$ cat src/rtl/result_pkg.sv
// Shared types and constants for the result read-back UART.
package result_pkg;

   typedef enum logic [2:0] {
      IDLE,
      ARM,
      LOAD,
      START,
      DATA,
      STOP,
      NEXT,
      FIN
   } tx_state_t;

   localparam int NUM_WORDS      = 8;
   localparam int BYTES_PER_WORD = 4;

   localparam logic [7:0] DEFAULT_HEADER = 8'hA5;

   // Word 0 is element1, so byte n of the stream is little-endian within its word
   typedef logic [NUM_WORDS-1:0][31:0] word_buf_t;

   // Returns data byte n (0..31) of the snapshot, element1 first, bits 7:0 first
   function automatic logic [7:0] pick_byte(input word_buf_t words, input logic [4:0] n);
      return words[n[4:2]][{n[1:0], 3'b000} +: 8];
   endfunction

endpackage

$ cat src/rtl/result_uart_tx_if.sv
// Result bus and status lines between the core side and the read-back UART.
interface result_uart_tx_if;
   import result_pkg::*;

   logic        start;
   logic        stall;
   logic        flush;
   logic [31:0] element1;
   logic [31:0] element2;
   logic [31:0] element3;
   logic [31:0] element4;
   logic [31:0] element5;
   logic [31:0] element6;
   logic [31:0] element7;
   logic [31:0] element8;
   logic        tx;
   logic        busy;
   logic        done;
   logic [5:0]  byte_idx;

   modport master (
      output start, stall, flush,
      output element1, element2, element3, element4,
      output element5, element6, element7, element8,
      input  tx, busy, done, byte_idx
   );

   modport slave (
      input  start, stall, flush,
      input  element1, element2, element3, element4,
      input  element5, element6, element7, element8,
      output tx, busy, done, byte_idx
   );

endinterface

$ cat src/rtl/result_uart_tx_byte.sv
// 8N1 byte serialiser: start bit, eight data bits LSB first, one stop bit.
module uart_tx_byte
   import result_pkg::*;
#(
   parameter int CLKS_PER_BIT = 868
) (
   input  logic       clk,
   input  logic       reset,
   input  logic       valid,
   input  logic [7:0] data,
   output logic       ready,
   output logic       tx,
   output logic       frame_end
);

   localparam int BW = (CLKS_PER_BIT > 1) ? $clog2(CLKS_PER_BIT) : 1;
   localparam logic [BW-1:0] BAUD_MAX = BW'(CLKS_PER_BIT - 1);

   tx_state_t     phase;
   logic [BW-1:0] baud;
   logic [2:0]    bit_cnt;
   logic [7:0]    shreg;
   logic          wrap;

   assign wrap      = (baud == BAUD_MAX);
   assign ready     = (phase == IDLE);
   assign frame_end = (phase == STOP) && wrap;

   // Walks one frame; tx is a flop so the line never glitches between bits
   always_ff @(posedge clk or negedge reset) begin
      if (!reset) begin
         phase   <= IDLE;
         baud    <= '0;
         bit_cnt <= '0;
         shreg   <= '0;
         tx      <= 1'b1;
      end else begin
         case (phase)
            IDLE: begin
               if (valid) begin
                  shreg   <= data;
                  tx      <= 1'b0;
                  baud    <= '0;
                  bit_cnt <= '0;
                  phase   <= START;
               end
            end
            START: begin
               if (wrap) begin
                  baud  <= '0;
                  tx    <= shreg[0];
                  shreg <= shreg >> 1;
                  phase <= DATA;
               end else begin
                  baud <= baud + 1'b1;
               end
            end
            DATA: begin
               if (wrap) begin
                  baud <= '0;
                  if (bit_cnt == 3'd7) begin
                     tx    <= 1'b1;
                     phase <= STOP;
                  end else begin
                     bit_cnt <= bit_cnt + 3'd1;
                     tx      <= shreg[0];
                     shreg   <= shreg >> 1;
                  end
               end else begin
                  baud <= baud + 1'b1;
               end
            end
            STOP: begin
               if (wrap) begin
                  baud  <= '0;
                  phase <= IDLE;
               end else begin
                  baud <= baud + 1'b1;
               end
            end
            default: begin
               phase <= IDLE;
               tx    <= 1'b1;
            end
         endcase
      end
   end

endmodule

$ cat src/rtl/result_uart_tx.sv
// Snapshots the core's eight result words once the pipeline is quiet and
// streams them (optionally behind a sync byte) out of a UART line.
module result_uart_tx
   import result_pkg::*;
#(
   parameter int         CLKS_PER_BIT = 868,
   parameter int         HEADER_EN    = 1,
   parameter logic [7:0] HEADER_BYTE  = DEFAULT_HEADER
) (
   input  logic           clk,
   input  logic           reset,
   result_uart_tx_if.slave bus
);

   localparam int         TOTAL_BYTES = NUM_WORDS * BYTES_PER_WORD + HEADER_EN;
   localparam logic [5:0] LAST_IDX    = 6'(TOTAL_BYTES - 1);
   localparam logic [5:0] HDR_OFFSET  = 6'(HEADER_EN);

   tx_state_t  state;
   word_buf_t  snap;
   word_buf_t  live_words;
   logic       busy_q;
   logic       done_q;
   logic [5:0] byte_idx_q;
   logic [4:0] next_data_n;

   logic       ser_valid;
   logic [7:0] ser_data;
   logic       ser_ready;
   logic       ser_tx;
   logic       ser_frame_end;

   assign live_words  = {bus.element8, bus.element7, bus.element6, bus.element5,
                         bus.element4, bus.element3, bus.element2, bus.element1};
   assign next_data_n = 5'(byte_idx_q + 6'd1 - HDR_OFFSET);

   // Hands the serialiser its next byte: the first one straight from LOAD so
   // the start bit lands on the following edge, later ones from the snapshot
   always_comb begin
      ser_valid = 1'b0;
      ser_data  = 8'h00;
      case (state)
         LOAD: begin
            ser_valid = 1'b1;
            ser_data  = (HEADER_EN != 0) ? HEADER_BYTE : pick_byte(live_words, 5'd0);
         end
         NEXT: begin
            if (byte_idx_q != LAST_IDX) begin
               ser_valid = 1'b1;
               ser_data  = pick_byte(snap, next_data_n);
            end
         end
         default: begin
         end
      endcase
   end

   // Sequencer: waits for a quiet pipeline, captures, then counts bytes out;
   // it sits in START while the serialiser walks its own START/DATA/STOP
   always_ff @(posedge clk or negedge reset) begin
      if (!reset) begin
         state      <= IDLE;
         snap       <= '0;
         busy_q     <= 1'b0;
         done_q     <= 1'b0;
         byte_idx_q <= '0;
      end else begin
         done_q <= 1'b0;
         case (state)
            IDLE: begin
               if (bus.start) begin
                  busy_q <= 1'b1;
                  state  <= ARM;
               end
            end
            ARM: begin
               if (!bus.stall && !bus.flush) begin
                  state <= LOAD;
               end
            end
            LOAD: begin
               snap <= live_words;
               if (ser_ready) begin
                  state <= START;
               end
            end
            START: begin
               if (ser_frame_end) begin
                  state <= NEXT;
               end
            end
            NEXT: begin
               if (byte_idx_q == LAST_IDX) begin
                  byte_idx_q <= '0;
                  busy_q     <= 1'b0;
                  done_q     <= 1'b1;
                  state      <= FIN;
               end else if (ser_ready) begin
                  byte_idx_q <= byte_idx_q + 6'd1;
                  state      <= START;
               end
            end
            FIN: begin
               state <= IDLE;
            end
            default: begin
               state <= IDLE;
            end
         endcase
      end
   end

   uart_tx_byte #(
      .CLKS_PER_BIT(CLKS_PER_BIT)
   ) u_ser (
      .clk       (clk),
      .reset     (reset),
      .valid     (ser_valid),
      .data      (ser_data),
      .ready     (ser_ready),
      .tx        (ser_tx),
      .frame_end (ser_frame_end)
   );

   assign bus.tx       = ser_tx;
   assign bus.busy     = busy_q;
   assign bus.done     = done_q;
   assign bus.byte_idx = byte_idx_q;

endmodule

$ cat src/flat_wrapper.sv
// flat-port wrapper written by rule: the top's interface ports become plain ports
module result_uart_tx_flat import result_pkg::*;
#(
   parameter int         CLKS_PER_BIT = 868,
   parameter int         HEADER_EN    = 1,
   parameter logic [7:0] HEADER_BYTE  = DEFAULT_HEADER
)
  (clk, reset, bus_start, bus_stall, bus_flush, bus_element1, bus_element2, bus_element3, bus_element4, bus_element5, bus_element6, bus_element7, bus_element8, bus_tx, bus_busy, bus_done, bus_byte_idx);
  result_uart_tx_if bus_i ();
  input  logic clk;
  input  logic reset;
  input wire logic [$bits(bus_i.start)-1:0] bus_start;
  input wire logic [$bits(bus_i.stall)-1:0] bus_stall;
  input wire logic [$bits(bus_i.flush)-1:0] bus_flush;
  input wire logic [$bits(bus_i.element1)-1:0] bus_element1;
  input wire logic [$bits(bus_i.element2)-1:0] bus_element2;
  input wire logic [$bits(bus_i.element3)-1:0] bus_element3;
  input wire logic [$bits(bus_i.element4)-1:0] bus_element4;
  input wire logic [$bits(bus_i.element5)-1:0] bus_element5;
  input wire logic [$bits(bus_i.element6)-1:0] bus_element6;
  input wire logic [$bits(bus_i.element7)-1:0] bus_element7;
  input wire logic [$bits(bus_i.element8)-1:0] bus_element8;
  output wire logic [$bits(bus_i.tx)-1:0] bus_tx;
  output wire logic [$bits(bus_i.busy)-1:0] bus_busy;
  output wire logic [$bits(bus_i.done)-1:0] bus_done;
  output wire logic [$bits(bus_i.byte_idx)-1:0] bus_byte_idx;
  assign bus_i.start = bus_start;
  assign bus_i.stall = bus_stall;
  assign bus_i.flush = bus_flush;
  assign bus_i.element1 = bus_element1;
  assign bus_i.element2 = bus_element2;
  assign bus_i.element3 = bus_element3;
  assign bus_i.element4 = bus_element4;
  assign bus_i.element5 = bus_element5;
  assign bus_i.element6 = bus_element6;
  assign bus_i.element7 = bus_element7;
  assign bus_i.element8 = bus_element8;
  assign bus_tx = bus_i.tx;
  assign bus_busy = bus_i.busy;
  assign bus_done = bus_i.done;
  assign bus_byte_idx = bus_i.byte_idx;
  result_uart_tx #(.CLKS_PER_BIT(CLKS_PER_BIT), .HEADER_EN(HEADER_EN), .HEADER_BYTE(HEADER_BYTE)) u_core (.clk(clk), .reset(reset), .bus(bus_i));
endmodule
$ cat config.mk
export PLATFORM = sky130hd
export DESIGN_NAME = result_uart_tx_flat
export DESIGN_NICKNAME = d
export VERILOG_FILES = /design/src/rtl/result_pkg.sv /design/src/rtl/result_uart_tx_if.sv /design/src/rtl/result_uart_tx_byte.sv /design/src/rtl/result_uart_tx.sv /design/src/flat_wrapper.sv
export SDC_FILE = /design/constraint.sdc
export NUM_CORES = 1
export LEC_CHECK = 0
export CORE_MARGIN = 5
export CORE_UTILIZATION = 55
export CTS_CLUSTER_DIAMETER = 40
export DETAILED_ROUTE_END_ITERATION = 16
export DONT_BUFFER_PORTS = 1
export PLACE_DENSITY = 0.7
export SLEW_MARGIN = 20
export SYNTH_ARGS = -nofsm -noshare
export SYNTH_HDL_FRONTEND = slang
export SYNTH_HIERARCHICAL = 1
export SYNTH_SLANG_ARGS = --single-unit
$ cat constraint.sdc
create_clock -name clk -period 4.6 [get_ports clk]
set_input_delay 0.69 -clock clk [delete_from_list [all_inputs] [get_ports clk]]
set_output_delay 0.69 -clock clk [all_outputs]
set_load 0.01 [all_outputs]
==> flow_summary.json, run 1 <==
{
  "final.setup.worst_slack_ns": 0.488,
  "antenna_left": 0,
  "fin_worst_skew_ns": 0.0244,
  "async_flop_share_pct": 100,
  "dr.pass1.iters": 5,
  "worst_pin_slew_ns": 0.882,
  "die_area_sq_mm": 0.0292,
  "design.core.area_sq_mm": 0.0253,
  "synthSimpleGateAreaFrac_pct": 26.1,
  "grt.overflow.total": 0,
  "synth-compound-area-share_pct": 6.11,
  "cts_buffers": 39,
  "cts_max_level": 2,
  "wl_um": 38900,
  "drive_above_1_share_pct": 9.78,
  "vias_per_cell": 5.85,
  "io_buffers": 0,
  "powerDensity_mw_per_mm2": 671,
  "antenna_found_initial": 1,
  "synthFlopType": "dfrtp_1",
  "yosysTopAreaCell": "dfrtp_1",
  "cp.required_ns": 4.98,
  "place_inst": 1824,
  "grt_pass1_wl_um": 60500,
  "nFillCells": 2146,
  "wire_per_inst_um": 20.5,
  "cp_max_fo": 26,
  "netlist.area_leader.share_pct": 51.1,
  "layout_commonest_cell": "nand2_1",
  "rsz0062_at_grt": "false",
  "fin_cells": 1896,
  "start_kind": "register",
  "num_io_pins": 270,
  "place_congestion": 0.874,
  "synthTopCellsByArea": "dfrtp_1 (51%), nand2_1 (21%), mux4_2 (7.3%)",
  "outcome": "finished, violations left",
  "irDropWorstVdd_uv": 427,
  "dp_worst_setup_slack_ns": 0.515,
  "fin_crit_sh_pct": 89.4,
  "p_leak_nw": 7.76,
  "hpwl_um": 27200,
  "cts_root_buf": "clkbuf_16",
  "start_util_pct": 56.2,
  "synthAdderAreaFrac_pct": 0.527,
  "synthCells": 1578,
  "final_core_util_pct": 62.0,
  "finalSetupTns_ns": 0,
  "layout.nets": 1802,
  "clock_path_buffers": 3,
  "max_cap_viol_count": 0,
  "cts_setup_buffers": 0,
  "rows": 58,
  "ys_warn_count": 6,
  "cp.arrival_ns": 4.49,
  "synth_top_family_by_area": "simple AND/OR/NAND/NOR gates",
  "hold_path_class": "input pin to async pin",
  "hold_viol": 124,
  "synth_edf_count": 0,
  "fmax_ghz": 0.243,
  "grt_start_max_net_pins": 293,
  "synth_seq_area_share_pct": 51.3,
  "critPathCaptureType": "register",
  "ys_ff_latch": 292,
  "via_count": 11100,
  "crit_type": "register to register",
  "syn-mean-instance-area_sq_um": 9.02,
  "synth.cell_area_sq_mm": 0.0142,
  "cts_tree": "done",
  "drv_slew": 0,
  "post_cts_resized": 0,
  "grt_pass1_vias": 11000,
  "clkSinkCount": 292,
  "synthMuxAreaShare_pct": 11.6,
  "synth_xor_area_share_pct": 0.738,
  "setup_viol": 0,
  "chipWidth_um": 171,
  "syn_nets": 1845,
  "layout_common_cells": "nand2_1 (810), dfrtp_1 (291), mux2i_1 (46), mux4_2 (46), clkbuf_16 (40)",
  "die_y_um": 171,
  "violations": "negative hold slack",
  "syn2layout_area_growth_pct": 10.3,
  "clk_pin_slew_ns": 0.06,
  "clock_latency_ns": 0.52,
  "whs_ns": -0.115,
  "yosysUniqueCellTypes": 73,
  "track_usage_pct": 26.4,
  "max_slew_margin_pct": 41.2,
  "drc": 0,
  "drtIter0Drc": 1052,
  "finalCriticalPeriod_ns": 4.11
}
[sequential cells by signal (all words and copies together) (netlist names)]
| signal | flops |
|---|---|
| u_core/snap | 256 |
| u_core/u_ser/baud | 10 |
| u_core/u_ser/shreg | 8 |
| u_core/bus.byte_idx | 6 |
| u_core/state | 3 |
| u_core/u_ser/bit_cnt | 3 |
| u_core/u_ser/phase | 3 |
| u_core/bus.busy | 1 |
| u_core/bus.done | 1 |
| u_core/u_ser/tx | 1 |
[cells by family (layout without fill, tap and decap cells)]
logic type,Yosys count,count (layout)
AND/OR/NAND/NOR,927,927
flip-flops,292,292
AO/OA/AOI/OAI,124,124
buffers and inverters,116,103
multiplexers,104,104
XOR/XNOR,9,9
adder cells (fa/ha/maj),6,6
other,0,1
[cell usage after synthesis, drive strengths merged (3+ instances only)]
| cell | number |
|---|---|
| buf | 32 |
| nand2 | 810 |
| a31oi | 12 |
| ha | 6 |
| o221ai | 9 |
| a211oi | 9 |
| or4 | 3 |
| nand3 | 20 |
| or2 | 4 |
| nor3 | 8 |
| and2 | 12 |
| nor2 | 24 |
| nand4 | 4 |
| inv | 16 |
| nor3b | 8 |
| and3 | 5 |
| mux2i | 46 |
| o21ai | 31 |
| mux4 | 47 |
| o22ai | 5 |
| nand2b | 9 |
| mux2 | 11 |
| nor2b | 10 |
| o211ai | 4 |
| xor2 | 3 |
| a21oi | 20 |
| dfrtp | 291 |
| xnor2 | 6 |
| a221o | 5 |
| a22oi | 3 |
| clkbuf | 67 |
[report_power, final]
part | internal (mW) | switching [mW]
clock network | 1.89 | 1.18
registers | 3.72 | 0.812
logic | 1.15 | 1.79
total | 6.76 | 3.78
[worst paths after layout]
kind | depth (start not counted) | slack (ns) | from | endpoint
max | 12 | 0.49 | u_core/bus.byte_idx[1] | u_core/u_ser/shreg[3]
max reg2reg | 12 | 0.49 | u_core/bus.byte_idx[1] | u_core/u_ser/shreg[3]
max in group asynchronous | 0 | 4.11 | reset | u_core/snap[54]
min reg2reg | 2 | 0.47 | u_core/snap[2] | u_core/snap[2]
min in group clk | 2 | 0.27 | bus_element5[6] | u_core/snap[134]
min | 0 | -0.11 | reset | u_core/snap[85]
[layer usage]
layer,track usage (%),vias to the layer above,part of all wire [%]
met3,5.71,70,8.3
met5,0,-,0
li1,-,5105,-
met4,6.48,0,2.3
met2,42.3,480,48
met1,37.4,5430,41
[through the flow]
| step | instance area [sq um] | total power [mW] |
|---|---|---|
| 2_1_floorplan | 14200 | 6.51 |
| 3_3_place_gp | 14400 | 7.30 |
| 3_5_place_dp | 14400 | 7.45 |
| 4_1_cts | 15700 | 10.6 |
| 5_1_grt | 15700 | 11.2 |
| 6_report | 15700 | 10.5 |
[cell type report]
class,instances,area [sq um],share of cell area [%]
sequential,292,7310,46.5
multi-input combinational,1170,6440,41.0
clock buffer,49,1050,6.72
tap,330,413,2.63
clock inverter,22,278,1.77
timing repair buffer,15,141,0.900
inverter,17,63.8,0.406
antenna,1,2.50,0.0159
[critical path: stages (launching register included)]
cell and delay, ns:
dfrtp_1 0.58, ha_1 0.49, xnor2_2 0.21, xnor2_4 0.54, buf_4 0.51, mux4_2 0.56
mux2_2 0.28, o22ai_1 0.25, a21oi_1 0.14, nor2_1 0.09, o21ai_0 0.10, o221ai_1 0.11
mux2i_1 0.12
(Power assumes the default switching activity.)
==> run 2, diff against run 1 <==
- ABC_AREA: not set -> 1
- CORE_UTILIZATION: 55 -> 45
- PLACE_DENSITY: 0.7 -> not set
==> run 2 against run 1 <==
  * Via count up 15%
  * Sequential power down 3%
  * Die area up 24%
  * Final cell count up 28%
  * The flow still finishes with violations (negative hold slack)
  * Sequential share of layout area down 2.1 points
  * Design area up 4.8%
==> flow_summary.json, run 2 <==
{
  "top_register": "u_core/snap",
  "design.core.area_sq_mm": 0.0324,
  "nFillCells": 3283,
  "syn-mean-instance-area_sq_um": 7.32,
  "async_flop_share_pct": 100,
  "synthCells": 2000,
  "start_util_pct": 45.2,
  "yosysTopAreaCell": "dfrtp_1",
  "fin_crit_sh_pct": 80.1,
  "dpl_cell_area_sq_mm": 0.0149,
  "synthTopCellsByArea": "dfrtp_1 (50%), nand2_1 (27%), o21ai_0 (4.0%)",
  "cp_max_fo": 30,
  "fin_worst_skew_ns": 0.0128,
  "wl_um": 46700,
  "grt_start_max_net_pins": 293,
  "wire_per_inst_um": 19.2,
  "synthFlopType": "dfrtp_1",
  "antenna_left": 0,
  "start_kind": "register",
  "grt_pass1_wl_um": 71600,
  "post_cts_resized": 0,
  "finalSetupTns_ns": 0,
  "cts_buffers": 45,
  "antenna_found_initial": 1,
  "layout.nets": 2226,
  "reg2reg_depth": 19,
  "chipWidth_um": 190,
  "finalCriticalPeriod_ns": 3.69,
  "rows": 66,
  "via_count": 12800,
  "yosysUniqueCellTypes": 37,
  "worst_pin_slew_ns": 1.43,
  "clkSinkCount": 292,
  "clk_pin_slew_ns": 0.05,
  "dr.pass1.iters": 5,
  "violations": "negative hold slack",
  "cts_max_level": 2,
  "clock_path_buffers": 3,
  "syn2layout_area_growth_pct": 12.4,
  "cp.required_ns": 5.02,
  "track_usage_pct": 25.3,
  "drc": 0,
  "clkPwrFrac_pct": 23.0,
  "syn_nets": 2267,
  "combPwrFrac_pct": 47.6,
  "whs_ns": -0.146,
  "hold_viol": 78,
  "clock_latency_ns": 0.54,
  "crit_type": "register to register",
  "internal-power_mw": 8.05,
  "max_cap_viol_count": 0,
  "max_slew_margin_pct": 4.56,
  "grt_pass1_vias": 12400,
  "vias_per_cell": 5.25,
  "hold_path_class": "input pin to async pin",
  "seq_power_share_pct": 29.4,
  "critPathCaptureType": "register",
  "layout_commonest_cell": "nand2_1",
  "multi_input_area_sq_mm": 0.00636,
  "drv_slew": 0,
  "top_regs": "u_core/snap x256, u_core/u_ser/baud x10, u_core/u_ser/shreg x8",
  "drtIter0Drc": 1260,
  "seq_area_sq_mm": 0.00731,
  "p_sw_share_pct": 46.5,
  "synth.most_common_cell": "nand2_1",
  "grt.overflow.total": 0,
  "p_leak_nw": 8.48,
  "largest_reg_flops": 256,
  "synth_commonest_cells": "nand2_1 (1041), dfrtp_1 (291), inv_1 (129)",
  "drive_above_1_share_pct": 6.97,
  "synth.cell_area_sq_mm": 0.0146,
  "ys_ff_latch": 292,
  "outcome": "finished, violations left",
  "die_y_um": 190,
  "io_buffers": 0,
  "powerDensity_mw_per_mm2": 914,
  "place_inst": 2354,
  "synth_seq_area_share_pct": 49.9,
  "die_area_sq_mm": 0.0363,
  "hpwl_um": 33600,
  "p_total_mw": 15.0,
  "num_io_pins": 270,
  "netlist.area_leader.share_pct": 49.7,
  "cts_tree": "done",
  "rsz0062_at_grt": "false",
  "p_switching_mw": 6.99,
  "cts_root_buf": "clkbuf_16",
  "setup_viol": 0,
  "cp.arrival_ns": 4.11,
  "synth_edf_count": 0,
  "fmax_ghz": 0.271,
  "layout_common_cells": "nand2_1 (1040), dfrtp_1 (291), inv_1 (129)",
  "ys_warn_count": 6,
  "irDropWorstVdd_uv": 365,
  "fin_area_sq_mm": 0.0165,
  "fin_cells": 2436,
  "cts_setup_buffers": 0,
  "place_congestion": 0.895
}
-- run 2: cell types whose count changed in the layout (fill, tap and decap cells not counted), moves of 35 or more --
cell	previous run	this run
mux2i_1	46	0
o211ai_1	4	39
nand2_1	810	1040
o21ai_0	29	118
inv_1	16	129
nand3_1	20	116
mux4_2	46	0
-- run 2: kinds of logic (layout without fill, tap and decap cells) --
group / after synthesis / after routing / synth area share [%]
other cells: 0 / 1 / 0
flops: 292 / 292 / 49.9
compound gates: 194 / 194 / 7.53
xor+xnor: 2 / 2 / 0.120
fa+ha+maj: 6 / 6 / 0.513
simple gates: 1263 / 1263 / 35.1
buf+inv: 243 / 236 / 6.83
-- run 2: final cells by class --
cell class,count,share of cell area (%)
Inverter,137,3.16
Sequential cell,292,44.4
Clock inverter,22,1.75
Tap cell,442,3.36
Timing Repair Buffer,18,1.05
Clock buffer,59,7.60
Antenna cell,1,0.0152
Multi-Input combinational cell,1465,38.7
-- run 2: final timing paths --
path / start / to / slack [ns]
worst max-delay path: u_core/bus.byte_idx[0] / u_core/u_ser/shreg[3] / 0.91
max in group asynchronous: reset / u_core/snap[237] / 3.58
min in group clk: bus_element7[2] / u_core/snap[194] / 0.27
worst max register to register: u_core/bus.byte_idx[0] / u_core/u_ser/shreg[3] / 0.91
worst min-delay path: reset / u_core/snap[173] / -0.15
worst min register to register: u_core/snap[6] / u_core/snap[6] / 0.46
-- run 2: per-stage QoR --
step           setup slack (ns)  hold slack [ns]  util (%)
3_5_place_dp              0.994            0.416      46.1
3_3_place_gp               1.13            0.414      46.1
5_1_grt                   0.654           -0.159      50.8
6_report                  0.913           -0.146      50.8
2_1_floorplan              1.97            0.394         -
4_1_cts                   0.987           -0.149      50.8
-- run 2: routing by layer --
| metal | wire length (um) | vias up | GRT usage [%] |
|---|---|---|---|
| li1 | - | 6172 | - |
| met1 | 21200 | 6053 | 37.4 |
| met2 | 20000 | 499 | 37.5 |
| met3 | 4190 | 72 | 5.75 |
| met4 | 1230 | 2 | 7.35 |
| met5 | 12 | - | 0 |
-- run 2: critical path: stages (launching register included) --
cell	delay [ns]
dfrtp_1	0.62
inv_2	0.16
ha_1	0.43
nor2_8	0.25
nand2_1	0.10
nand2_2	0.14
nand2_2	0.30
inv_2	0.35
buf_4	0.37
nor2_1	0.09
nor2_1	0.09
o21ai_0	0.08
nand2_1	0.08
nand2_1	0.07
nand3_1	0.15
nor2_1	0.05
nand3_1	0.07
nand2_1	0.05
nand3_1	0.07
nand2_1	0.05
-- run 2: power by group through the flow --
stage	registers, mW	clock network [mW]	logic [mW]
2_1_floorplan	4.23	0	5.00
3_5_place_dp	4.44	0	7.11
3_3_place_gp	4.42	0	7.04
5_1_grt	4.55	3.63	8.03
6_report	4.42	3.46	7.16
4_1_cts	4.41	3.52	7.15
==> run 3, diff against run 2 <==
- clock period: 4.6 -> 3 ns (I/O delays scaled with it)
==> run 3 against run 2 <==
  * The flow still finishes with violations (negative hold slack)
  * Die area stayed put
  * Hold slack lost 0.24 ns
  * Clock skew increased by 0.0023 ns
  * Final cell count rose by 1.5%
  * Critical path depth fell by 1
  * Combinational power increased by 59%
  * Via count shrank 0.16%
  * Maximum frequency is 31% higher
  * Power grew 61%
  * Critical path type unchanged
==> flow_summary.json, run 3 (same netlist as run 2, synthesis figures left out) <==
{
  "layout_commonest_cell": "nand2_1",
  "die_y_um": 190,
  "num_io_pins": 270,
  "via_count": 12800,
  "wl_met3_um": 3710,
  "drc": 0,
  "multi_input_area_sq_mm": 0.00638,
  "finalCriticalPeriod_ns": 2.82,
  "seq_power_share_pct": 27.9,
  "max_cap_viol_count": 0,
  "grt_pass1_vias": 12300,
  "drtIter0Drc": 1091,
  "holdBufCountCts": 3,
  "combPwrFrac_pct": 47.1,
  "hold_path_class": "input pin to async pin",
  "grt_start_max_net_pins": 293,
  "seq_area_sq_mm": 0.00731,
  "cts_max_level": 2,
  "violations": "negative hold slack",
  "grt_pass1_wl_um": 70800,
  "drv_slew": 0,
  "place_congestion": 0.896,
  "p_sw_share_pct": 44.2,
  "clkSinkCount": 292,
  "nFillCells": 3207,
  "crit_family": "simple AND/OR/NAND/NOR gates",
  "critPathBufInv": 3,
  "chipWidth_um": 190,
  "clock_path_buffers": 3,
  "die_area_sq_mm": 0.0363,
  "crit_type": "register to register",
  "dr.pass1.iters": 5,
  "cpMostUsedCell": "nand2_1",
  "clock_latency_ns": 0.55,
  "start_util_pct": 45.2,
  "clkPwrFrac_pct": 24.9,
  "p_leak_nw": 8.83,
  "cts_root_buf": "clkbuf_16",
  "antenna_left": 0,
  "drive_above_1_share_pct": 9.16,
  "n_antenna_cell": 0,
  "layout_common_cells": "nand2_1 (1040), dfrtp_1 (291), inv_1 (129)",
  "drt-met1-wl_um": 21800,
  "p_total_mw": 24.2,
  "top_regs": "u_core/snap x256, u_core/u_ser/baud x10, u_core/u_ser/shreg x8",
  "grt.overflow.total": 0,
  "critPathCaptureType": "register",
  "whs_ns": -0.388,
  "clk_pin_slew_ns": 0.05,
  "cts_tree": "done",
  "outcome": "finished, violations left",
  "internal-power_mw": 13.5,
  "p_switching_mw": 10.7,
  "antenna_found_initial": 1,
  "worst_pin_slew_ns": 1.13,
  "design.core.area_sq_mm": 0.0324,
  "max_stage_delay_ns": 0.41,
  "fin_worst_skew_ns": 0.0151,
  "wl_um": 46100,
  "cp.required_ns": 3.49,
  "vias_per_cell": 5.17,
  "dpl_cell_area_sq_mm": 0.0152,
  "fin_crit_sh_pct": 94.2,
  "powerDensity_mw_per_mm2": 1420,
  "final_core_util_pct": 52.8,
  "track_usage_pct": 25.0,
  "max_slew_margin_pct": 24.5,
  "largest_reg_flops": 256,
  "irDropWorstVdd_uv": 636,
  "hpwl_um": 33100,
  "cp_max_fo": 31,
  "route.top_layer_used": "met5",
  "setup_viol": 0,
  "crit_slowest_cell": "dfrtp_1",
  "wire_per_inst_um": 18.7,
  "fmax_ghz": 0.354,
  "fin_area_sq_mm": 0.0171,
  "worstPathCellList": "inv_2 -> ha_1 -> nor2_8 -> nand2_1 -> nand2_2 -> nand2_2 -> inv_2 -> buf_4 -> a21oi_1 -> o21ai_1 -> nand2_1 -> nand2_1 -> nand3_1 -> nor2_1 -> nand3_1 -> nand2_1 -> nand3_1 -> nand2_1",
  "start_kind": "register",
  "rows": 66,
  "cp.arrival_ns": 3.31,
  "hold_viol": 291,
  "io_buffers": 0,
  "cts_buffers": 47,
  "layout.nets": 2260,
  "wl_met2_um": 19600,
  "top_register": "u_core/snap",
  "syn2layout_area_growth_pct": 16.7
}
run 3: cell types whose count changed in the layout (fill, tap and decap cells not counted), sizes merged:
cell	previous run	this run
buf	18	46
clkbuf	59	55
inv	142	144
clkinv	6	14
dlygate4sd3	0	3
bufinv	5	10
clkinvlp	6	1
diode	1	0
run 3: path summary, 6_finish.rpt:
path	from	endpoint	slack [ns]	cells past startpoint
worst max-delay path	u_core/bus.byte_idx[0]	u_core/u_ser/shreg[1]	0.18	18
worst min-delay path	reset	u_core/snap[242]	-0.39	0
worst max register to register	u_core/bus.byte_idx[0]	u_core/u_ser/shreg[1]	0.18	18
worst min register to register	u_core/snap[214]	u_core/snap[214]	0.46	2
max in group asynchronous	reset	u_core/snap[84]	2.46	0
min in group clk	bus_element3[6]	u_core/snap[70]	0.01	2
run 3: repair_timing:
action / in CTS / in global routing
endpoints found under the setup margin: 0 / 6
buffers inserted: 0 / 3
hold endpoints to repair: 295 / 292
gates resized for setup: 0 / 5
run 3: metal layers:
metal	up-vias	global-route usage [%]
met5	-	0
met4	2	6.33
met3	66	5.25
met2	460	36.3
met1	5997	38.1
li1	6252	-
run 3: final cells by class:
type,instances,area share (%)
Timing Repair Buffer,50,3.22
Multi-Input combinational cell,1465,37.3
Clock inverter,32,2.83
Inverter,137,3.04
Tap cell,442,3.24
Clock buffer,54,7.58
Sequential cell,292,42.8
run 3: power by group through the flow:
stage	logic (mW)	registers, mW	clock network, mW
2_1_floorplan	7.67	6.48	0
3_3_place_gp	11.1	6.77	0
3_5_place_dp	11.2	6.79	0
4_1_cts	11.3	6.74	6.12
5_1_grt	12.8	6.94	6.31
6_report	11.4	6.76	6.03
run 3: metrics by stage:
stage / cells / worst slack (ns) / TNS [ns]
after floorplan: 2000 / 0.366 / 0
after global placement: 2379 / 0.103 / 0
after detailed placement: 2379 / 0.0958 / 0
after CTS: 2468 / 0.0793 / 0
after global routing: 2472 / -0.000798 / -0.000798
final: 2472 / 0.175 / 0
